[src/rtl/arcade_input_mapper_if.sv]
// Control bundle between the arcade input mapper and its host: tick enable,
// keyboard/joystick/rotation inputs, per-player control bytes and coin status.
interface arcade_input_mapper_if #(
    parameter int PLAYERS = 2
);
    logic                  ce;
    logic [10:0]           ps2_key;
    logic [16*PLAYERS-1:0] joy_flat;
    logic [1:0]            rotate;
    logic                  autofire_en;
    logic [8*PLAYERS-1:0]  p_out;
    logic                  coin_busy;

    modport master (
        output ce, ps2_key, joy_flat, rotate, autofire_en,
        input  p_out, coin_busy
    );

    modport slave (
        input  ce, ps2_key, joy_flat, rotate, autofire_en,
        output p_out, coin_busy
    );
endinterface

[src/rtl/arcade_input_mapper.sv]
// Keyboard + joystick merge, control rotation, coin pulse and autofire per player.
// Optional macro ARCADE_INPUT_SOCD_EN neutralises opposing directions after rotation.
module arcade_input_mapper #(
    parameter int PLAYERS      = 2,
    parameter int COIN_PULSE   = 16,
    parameter int AUTOFIRE_DIV = 4096,
    parameter int ACTIVE_LOW   = 1
) (
    input  logic                 clk_sys,
    input  logic                 RESET,
    arcade_input_mapper_if.slave bus
);
    localparam logic [7:0]  OUT_IDLE  = (ACTIVE_LOW != 0) ? 8'hFF : 8'h00;
    localparam logic [15:0] COIN_LOAD = 16'(COIN_PULSE);
    localparam logic [15:0] AF_LAST   = 16'(AUTOFIRE_DIV - 1);

    logic               toggle_q;
    logic               primed_q;
    logic               key_evt;
    logic               key_pressed;
    logic [8:0]         key_code;
    logic [7:0]         kb0_q, kb0_d;   // player 0 keys, joystick bit order
    logic [1:0]         kb1_q, kb1_d;   // player 1 keys: {coin, start}
    logic [PLAYERS-1:0] coin_active;
    logic               unused_joy;

    assign key_pressed = bus.ps2_key[9];
    assign key_code    = bus.ps2_key[8:0];
    assign key_evt     = primed_q && (bus.ps2_key[10] != toggle_q);
    assign unused_joy  = ^bus.joy_flat;

    // First clock after reset only primes the toggle copy, never decodes.
    always_ff @(posedge clk_sys or posedge RESET) begin
        if (RESET) begin
            toggle_q <= 1'b0;
            primed_q <= 1'b0;
            kb0_q    <= '0;
            kb1_q    <= '0;
        end else begin
            toggle_q <= bus.ps2_key[10];
            primed_q <= 1'b1;
            kb0_q    <= kb0_d;
            kb1_q    <= kb1_d;
        end
    end

    always_comb begin
        kb0_d = kb0_q;
        kb1_d = kb1_q;
        if (key_evt) begin
            case (key_code)
                9'h175:         kb0_d[3] = key_pressed;
                9'h172:         kb0_d[2] = key_pressed;
                9'h16B:         kb0_d[1] = key_pressed;
                9'h174:         kb0_d[0] = key_pressed;
                9'h029, 9'h014: kb0_d[4] = key_pressed;
                9'h011:         kb0_d[7] = key_pressed;
                9'h005:         kb0_d[5] = key_pressed;
                9'h02E:         kb0_d[6] = key_pressed;
                9'h006:         kb1_d[0] = key_pressed;
                9'h036:         kb1_d[1] = key_pressed;
                default:        ;
            endcase
        end
    end

    for (genvar p = 0; p < PLAYERS; p++) begin : g_player
        logic [7:0]  joy, kbd, raw, act, out_q;
        logic        up, dn, lf, rt, fire1;
        logic        af_active, af_phase_q, af_phase_d;
        logic [15:0] af_cnt_q, af_cnt_d;
        logic        coin_edge, coin_prev_q;
        logic [15:0] coin_cnt_q, coin_cnt_d;

        assign joy = bus.joy_flat[16*p +: 8];

        // Next-state key flags keep keyboard latency equal to joystick latency.
        if (p == 0) begin : g_kbd0
            assign kbd = kb0_d;
        end else if (p == 1) begin : g_kbd1
            assign kbd = {1'b0, kb1_d[1], kb1_d[0], 5'b0};
        end else begin : g_kbd_none
            assign kbd = '0;
        end

        assign raw = joy | kbd;

        always_comb begin
            {up, dn, lf, rt} = {raw[3], raw[2], raw[1], raw[0]};
            case (bus.rotate)
                2'd1:    {up, dn, lf, rt} = {raw[1], raw[0], raw[2], raw[3]};
                2'd2:    {up, dn, lf, rt} = {raw[2], raw[3], raw[0], raw[1]};
                2'd3:    {up, dn, lf, rt} = {raw[0], raw[1], raw[3], raw[2]};
                default: ;
            endcase
`ifdef ARCADE_INPUT_SOCD_EN
            if (up && dn) begin
                up = 1'b0;
                dn = 1'b0;
            end
            if (lf && rt) begin
                lf = 1'b0;
                rt = 1'b0;
            end
`endif
        end

        assign af_active = bus.autofire_en && raw[4];

        always_comb begin
            af_cnt_d   = af_cnt_q;
            af_phase_d = af_phase_q;
            if (!af_active) begin
                af_cnt_d   = '0;
                af_phase_d = 1'b0;
            end else if (bus.ce) begin
                if (af_cnt_q == AF_LAST) begin
                    af_cnt_d   = '0;
                    af_phase_d = ~af_phase_q;
                end else begin
                    af_cnt_d = af_cnt_q + 16'd1;
                end
            end
        end

        // Phase 0 is the asserted half, so a fresh press fires immediately.
        assign fire1 = af_active ? ~af_phase_q : raw[4];

        assign coin_edge = primed_q && raw[6] && !coin_prev_q;

        always_comb begin
            coin_cnt_d = coin_cnt_q;
            if (coin_edge && (coin_cnt_q == 16'd0)) begin
                coin_cnt_d = COIN_LOAD;
            end else if (bus.ce && (coin_cnt_q != 16'd0)) begin
                coin_cnt_d = coin_cnt_q - 16'd1;
            end
        end

        assign act = {(coin_cnt_d != 16'd0), raw[5], raw[7], fire1, rt, lf, dn, up};

        always_ff @(posedge clk_sys or posedge RESET) begin
            if (RESET) begin
                af_cnt_q    <= '0;
                af_phase_q  <= 1'b0;
                coin_cnt_q  <= '0;
                coin_prev_q <= 1'b0;
                out_q       <= OUT_IDLE;
            end else begin
                af_cnt_q    <= af_cnt_d;
                af_phase_q  <= af_phase_d;
                coin_cnt_q  <= coin_cnt_d;
                coin_prev_q <= raw[6];
                out_q       <= (ACTIVE_LOW != 0) ? ~act : act;
            end
        end

        assign bus.p_out[8*p +: 8] = out_q;
        assign coin_active[p]      = (coin_cnt_q != 16'd0);
    end

    assign bus.coin_busy = |coin_active;
endmodule

[src/flat_wrapper.sv]
// flat-port wrapper written by rule: the top's interface ports become plain ports
module arcade_input_mapper_flat 
#(
    parameter int PLAYERS      = 2,
    parameter int COIN_PULSE   = 16,
    parameter int AUTOFIRE_DIV = 4096,
    parameter int ACTIVE_LOW   = 1
)
  (clk_sys, RESET, bus_ce, bus_ps2_key, bus_joy_flat, bus_rotate, bus_autofire_en, bus_p_out, bus_coin_busy);
  arcade_input_mapper_if #(.PLAYERS(PLAYERS)) bus_i ();
  input  logic clk_sys;
  input  logic RESET;
  input wire logic [$bits(bus_i.ce)-1:0] bus_ce;
  input wire logic [$bits(bus_i.ps2_key)-1:0] bus_ps2_key;
  input wire logic [$bits(bus_i.joy_flat)-1:0] bus_joy_flat;
  input wire logic [$bits(bus_i.rotate)-1:0] bus_rotate;
  input wire logic [$bits(bus_i.autofire_en)-1:0] bus_autofire_en;
  output wire logic [$bits(bus_i.p_out)-1:0] bus_p_out;
  output wire logic [$bits(bus_i.coin_busy)-1:0] bus_coin_busy;
  assign bus_i.ce = bus_ce;
  assign bus_i.ps2_key = bus_ps2_key;
  assign bus_i.joy_flat = bus_joy_flat;
  assign bus_i.rotate = bus_rotate;
  assign bus_i.autofire_en = bus_autofire_en;
  assign bus_p_out = bus_i.p_out;
  assign bus_coin_busy = bus_i.coin_busy;
  arcade_input_mapper #(.PLAYERS(PLAYERS), .COIN_PULSE(COIN_PULSE), .AUTOFIRE_DIV(AUTOFIRE_DIV), .ACTIVE_LOW(ACTIVE_LOW)) u_core (.clk_sys(clk_sys), .RESET(RESET), .bus(bus_i));
endmodule
[config.mk]
export PLATFORM = sky130hd
export DESIGN_NAME = arcade_input_mapper_flat
export DESIGN_NICKNAME = d
export VERILOG_FILES = /design/src/rtl/arcade_input_mapper_if.sv /design/src/rtl/arcade_input_mapper.sv /design/src/flat_wrapper.sv
export SDC_FILE = /design/constraint.sdc
export NUM_CORES = 1
export LEC_CHECK = 0
export BUFFER_PORTS_ARGS = -buffer_cell sky130_fd_sc_hd__clkbuf_2
export CORE_ASPECT_RATIO = 1.1
export CORE_UTILIZATION = 31
export DETAILED_ROUTE_END_ITERATION = 10
export PLACE_DENSITY = 0.5
export SYNTH_ARGS = -nofsm -noshare
export SYNTH_HDL_FRONTEND = slang
export SYNTH_SLANG_ARGS = --single-unit
[constraint.sdc]
create_clock -name clk_sys -period 2.8 [get_ports clk_sys]
set_clock_uncertainty 0.05 [all_clocks]
set_input_delay 0.28 -clock clk_sys [delete_from_list [all_inputs] [get_ports clk_sys]]
set_output_delay 0.28 -clock clk_sys [all_outputs]
set_load 0.01 [all_outputs]
==> results of run 1 <==
timing repair:
item	CTS	global route
pin swaps	1	3
hold endpoints to repair	21	0
setup buffers	1	2
endpoints found under the setup margin	1	1
gates resized for setup	2	1
hold buffers	5	0
worst max-delay path, cell delays in order, from the launching register on:
cell and delay (ps):
dfrtp_1 400, inv_1 100, ha_1 160, or3b_4 390
or4_4 590, nor3_4 150, nand2_1 120, clkbuf_2 140
worst paths after layout:
path	startpoint	cells after the start	to
setup / recovery	u_core.g_player[0].coin_cnt_q[1]$_DFF_PP0_	7	bus_coin_busy
hold / removal	bus_joy_flat[20]	2	u_core.g_player[1].out_q[4]$_DFF_PP1_
setup reg to reg	u_core.g_player[0].coin_cnt_q[1]$_DFF_PP0_	10	u_core.g_player[0].out_q[7]$_DFF_PP1_
hold reg to reg	u_core.g_player[1].af_cnt_q[15]$_DFFE_PP0P_	1	u_core.g_player[1].af_cnt_q[15]$_DFFE_PP0P_
max in group asynchronous	RESET	4	u_core.g_player[1].out_q[4]$_DFF_PP1_
min in group asynchronous	RESET	3	u_core.g_player[1].coin_cnt_q[14]$_DFF_PP0_
registers in the layout (all words and copies together) (netlist names):
register / cells
u_core.primed_q: 1
u_core.g_player.coin_prev_q: 2
u_core.g_player.coin_cnt_q: 32
u_core.g_player.af_phase_q: 2
u_core.g_player.out_q: 16
u_core.g_player.af_cnt_q: 32
u_core.toggle_q: 1
u_core.kb0_q: 8
u_core.kb1_q: 2
cell usage after synthesis (5+ instances only):
library cell	n	area, um2
a21oi_1	14	70.07
and2_1	7	43.79
and3_1	6	37.54
and4_1	5	43.79
clkbuf_1	21	78.83
dfrtp_1	80	2002
dfstp_2	16	420.4
ha_1	6	75.07
inv_1	22	82.58
mux2_2	6	67.56
mux2i_1	10	100.1
nand2_1	38	142.6
nand3_1	16	80.08
nand3b_1	5	37.54
nand4_1	21	131.4
nor2_1	46	172.7
nor2b_1	7	43.79
nor3_1	14	70.07
nor4_1	14	87.58
nor4b_1	7	61.31
o21ai_0	12	60.06
o31ai_1	6	45.04
or3_1	14	87.58
or4_1	12	90.09
xnor2_1	18	157.7
xor2_1	25	219.0
through the flow:
| step | hold WS, ps | cells | setup WS [ps] | power, uW |
|---|---|---|---|---|
| 2_1_floorplan | 256.2 | 514 | 370.1 | 2675 |
| 5_1_grt | 44.48 | 776 | 6.311 | 4475 |
| 3_5_place_dp | 331.9 | 752 | 225.1 | 3006 |
| 6_report | 47.00 | 776 | 66.30 | 4207 |
| 4_1_cts | 34.01 | 774 | 11.93 | 4225 |
| 3_3_place_gp | 315.0 | 752 | 244.3 | 2982 |
final cells by class:
class	count	area [um2]
Timing Repair Buffer	69	420.4
Sequential cell	96	2422
Multi-Input combinational cell	373	2540
Fill cell	1558	9913
Tap cell	200	250.2
Clock buffer	10	239.0
Inverter	22	86.33
Clock inverter	6	43.79
power breakdown:
part	internal [uW]	switching (uW)	total [uW]
clock network	630	549	1180
registers	1630	343	1970
logic	496	564	1060
total	2750	1450	4210
layer usage:
metal  share of wire (%)  global-route usage (%)  up-vias
li1                    -                       -     1992
met1                  47                   18.15     2016
met2                  48                   23.82       77
met3                 2.7                   1.994       16
met4                 2.4                   7.497        0
met5                   0                       0        -
kinds of logic (layout without fill, tap and decap cells):
| group | count (synthesis) | in the layout | synth area share [%] |
|---|---|---|---|
| buffers and inverters | 45 | 107 | 3.345 |
| AND/OR/NAND/NOR | 239 | 239 | 26.59 |
| XOR/XNOR | 43 | 43 | 7.349 |
| other | 1 | 1 | 0.07317 |
| multiplexers | 21 | 21 | 5.249 |
| adder cells (fa/ha/maj) | 6 | 6 | 1.465 |
| AO/OA/AOI/OAI | 63 | 63 | 8.667 |
| flip-flops | 96 | 96 | 47.27 |
==> impl_metrics.tcl, run 1 <==
set metrics [dict create \
    final_common_cell "dfrtp_1" \
    drv_cap 0 \
    tns_ps 0 \
    finalCriticalPeriod_ps 2734 \
    fp.dieH_um 136.9 \
    postRouteAntennaNets 0 \
    final_cell_mix "dfrtp_1 (80), clkbuf_2 (49), nor2_1 (46)" \
    cts_buffer_depth 2 \
    slew_headroom_pct 59.97 \
    syn_inst 514 \
    design_area_um2 6002 \
    netlist_area_um2 5125 \
    synth-seq-cells 96 \
    worstHoldPathType "in2reg" \
    grt_max_degree 71 \
    finalCoreUtilization_pct 37.71 \
    rrSetupSlack_ps 180 \
    nets 626 \
    clock-root-buffer "clkbuf_16" \
    wl_um 11340 \
    finalCritPeriodShare_pct 97.63 \
    clk_pin_slew_ps 70 \
    io_buffers 49 \
    rows 48 \
    p_per_area_nw_per_um2 700.9 \
    outcome "finished clean" \
    synth-edff-count 0 \
    die-area_um2 17050 \
    p_leak_uw 0.002545 \
    async_flop_share_pct 100.0 \
    detail_route.vias_per_cell 5.285 \
    peakVddDrop_mv 0.2540 \
    cp_data_arrival_time_ps 2400 \
    startpoint_type "flop" \
    grt_pass1_vias 4063 \
    ys_warn_count 0 \
    h-tree-depth 3 \
    criticalPathCategory "reg2out" \
    dr.pass1.iters 4 \
    dp_hpwl_um 8054 \
    diodes 0 \
    grt.overflow.total 0 \
    tritoncts.num_buffers 9 \
    syn_nets 569 \
    drive_gt1_share_pct 20.66 \
    grt_pass1_wl_um 19710 \
    cts_tree "done" \
    area_growth_pct 17.11 \
    setup_viol 0 \
    remaining_drc_errors 0 \
    rsz0062_at_grt "false" \
    place_area_um2 5638 \
    tightest_slew_ps 595.8 \
    worstSkewPairLatency_ps 350 \
    drv_slew 0 \
    synth-main-ff-cell "dfrtp_1" \
    initial_core_util_pct 32.20 \
    ioPinCount 66 \
    worstSetupEndpointType "output port" \
    drt_iter0_drc 114 \
    critPathMaxFanout 4 \
    die_w_um 124.6 \
    synth_cell_types 65 \
    seq_area_frac_synth_pct 47.27 \
    gp_congestion 0.8690 \
    clock-sinks 96 \
    antenna_found_initial 0 \
    required_ps 2470 \
    fmax_ghz 0.3658 \
    num_vias 4101 \
    syn_area_per_cell_um2 9.971 \
    wl_per_cell_um 14.61 \
    fp.coreArea_um2 15920 \
    finalHoldViolCount 0 \
    grt_usage_pct 14.31 \
]
Power figures use the tool's default switching activity.
==> run 2: changes to the inputs <==
--- a/config.mk
+++ b/config.mk
@@ -9,7 +9,7 @@
 export CORE_ASPECT_RATIO = 1.1
 export CORE_UTILIZATION = 31
 export DETAILED_ROUTE_END_ITERATION = 10
-export PLACE_DENSITY = 0.5
+export PLACE_DENSITY = 0.48
 export SYNTH_ARGS = -nofsm -noshare
 export SYNTH_HDL_FRONTEND = slang
 export SYNTH_SLANG_ARGS = --single-unit
==> constraint.sdc (replaced) <==
create_clock -name clk_sys -period 3.53 [get_ports clk_sys]
set_clock_uncertainty 0.05 [all_clocks]
set_input_delay 0.353 -clock clk_sys [delete_from_list [all_inputs] [get_ports clk_sys]]
set_output_delay 0.353 -clock clk_sys [all_outputs]
set_load 0.01 [all_outputs]
==> impl_metrics.tcl, run 2 (synthesis results as in run 1) <==
set metrics [dict create \
    outcome "finished clean" \
    peakVddDrop_mv 0.2231 \
    tightest_slew_ps 840.7 \
    p_int_uw 2166 \
    cp_data_arrival_time_ps 2540 \
    ioPinCount 66 \
    rrSetupSlack_ps 920 \
    seqPwrFrac_pct 47.5 \
    power.switching_uw 1126 \
    cts_tree "done" \
    worstHoldPathType "in2reg" \
    slew_headroom_pct 43.95 \
    finalCritPeriodShare_pct 83.23 \
    clk_pin_slew_ps 70 \
    grt_max_degree 67 \
    reg2reg_depth 8 \
    whs_ps 63.18 \
    crit_start "u_core.g_player[0].coin_cnt_q[0]$_DFF_PP0_" \
    dp_hpwl_um 8041 \
    drt_iter0_drc 102 \
    required_ps 3130 \
    detail_route.vias_per_cell 5.309 \
    grt_pass1_wl_um 19060 \
    switching_share_pct 34.20 \
    finalHoldViolCount 0 \
    total_power_uw 3292 \
    io_buffers 49 \
    clock-sinks 96 \
    gp_congestion 0.7973 \
    instances_no_fill 760 \
    startpoint_type "flop" \
    nets 610 \
    drv_cap 0 \
    dr.pass1.iters 4 \
    r2r-start "u_core.g_player[0].coin_cnt_q[0]$_DFF_PP0_" \
    fp.coreArea_um2 15920 \
    drive_gt1_share_pct 18.93 \
    critPathMaxFanout 4 \
    final_common_cell "dfrtp_1" \
    grt.overflow.total 0 \
    drv_slew 0 \
    tritoncts.num_buffers 9 \
    criticalPathCategory "reg2out" \
    top_regs "u_core.g_player.af_cnt_q: 32 flops, u_core.g_player.coin_cnt_q: 32 flops, u_core.g_player.out_q: 16 flops" \
    rows 48 \
    clock-root-buffer "clkbuf_16" \
    h-tree-depth 3 \
    grt_usage_pct 13.83 \
    fillerInstances 1556 \
    area_growth_pct 14.26 \
    postRouteAntennaNets 0 \
    wl_per_cell_um 14.70 \
    finalCoreUtilization_pct 36.79 \
    p_leak_uw 0.002470 \
    p_per_area_nw_per_um2 562.2 \
    finalCriticalPeriod_ps 2938 \
    clock_power_share_pct 29.1 \
    postCtsSetupBuffers 0 \
    placed_cells 744 \
    r2r_end "u_core.g_player[0].out_q[7]$_DFF_PP1_" \
    die_w_um 124.6 \
    fp.dieH_um 136.9 \
    diodes 0 \
    fmax_ghz 0.3404 \
    ctsResizeCount 0 \
    final_cell_mix "dfrtp_1 (80), clkbuf_2 (49), nor2_1 (46)" \
    grt_pass1_vias 4010 \
    wl_um 11170 \
    num_vias 4035 \
    crit_end "bus_coin_busy" \
    antenna_found_initial 0 \
    remaining_drc_errors 0 \
    rsz0062_at_grt "false" \
    setup_viol 0 \
    cts_buffer_depth 2 \
    worstSetupEndpointType "output port" \
    die-area_um2 17050 \
    initial_core_util_pct 32.20 \
    postCtsHoldBufs 0 \
    tns_ps 0 \
    worstSkewPairLatency_ps 350 \
    p_comb_share_pct 23.5 \
]
[run 2: through the flow]
stage / setup WS, ps / area [um2]
final: 592.0 / 5856
after global routing: 465.6 / 5856
after CTS: 558.5 / 5856
after detailed placement: 926.0 / 5564
after global placement: 945.1 / 5564
after floorplan: 648.1 / 5125
[run 2: power by group through the flow]
stage	logic, uW	clock network (uW)	registers, uW
after floorplan	675	0	1450
after global placement	761	0	1570
after detailed placement	774	0	1570
after CTS	778	998	1560
after global routing	873	1030	1600
final	772	957	1560
[run 2: worst min-delay path by stage]
stage	startpoint	to	slack, ps	cells past startpoint
after detailed placement	bus_joy_flat[7]	u_core.g_player[0].out_q[5]$_DFF_PP1_	420	2
after CTS	bus_joy_flat[23]	u_core.g_player[1].out_q[5]$_DFF_PP1_	50	2
after global placement	bus_joy_flat[23]	u_core.g_player[1].out_q[5]$_DFF_PP1_	420	2
after global routing	bus_joy_flat[23]	u_core.g_player[1].out_q[5]$_DFF_PP1_	50	2
final	bus_joy_flat[23]	u_core.g_player[1].out_q[5]$_DFF_PP1_	60	2
after floorplan	bus_joy_flat[23]	u_core.g_player[1].out_q[5]$_DFF_PP1_	330	1
[run 2: layout make-up]
class                   instances  area, um2  area share [%]
clock inverters                 4      35.03          0.5983
inverters                      22      85.08           1.453
clock buffers                  12      256.5           4.380
flip-flops and latches         96       2422           41.37
well taps                     200      250.2           4.274
repair buffers                 53      275.3           4.701
multi-input cells             373       2531           43.23
[run 2: worst max-delay path: stages, from the launching register on]
cell,delay (ps)
dfrtp_1,410
inv_1,120
ha_1,180
or3b_2,490
or4_4,480
nor3_2,280
nand2_1,90
clkbuf_2,140
[run 2: metal layers]
metal / routed length, um / up-vias / global-route usage [%]
met2: 5432 / 61 / 23.97
li1: - / 1947 / -
met5: 0 / - / 0
met4: 218 / 0 / 5.556
met3: 321 / 15 / 2.893
met1: 5198 / 2012 / 16.81
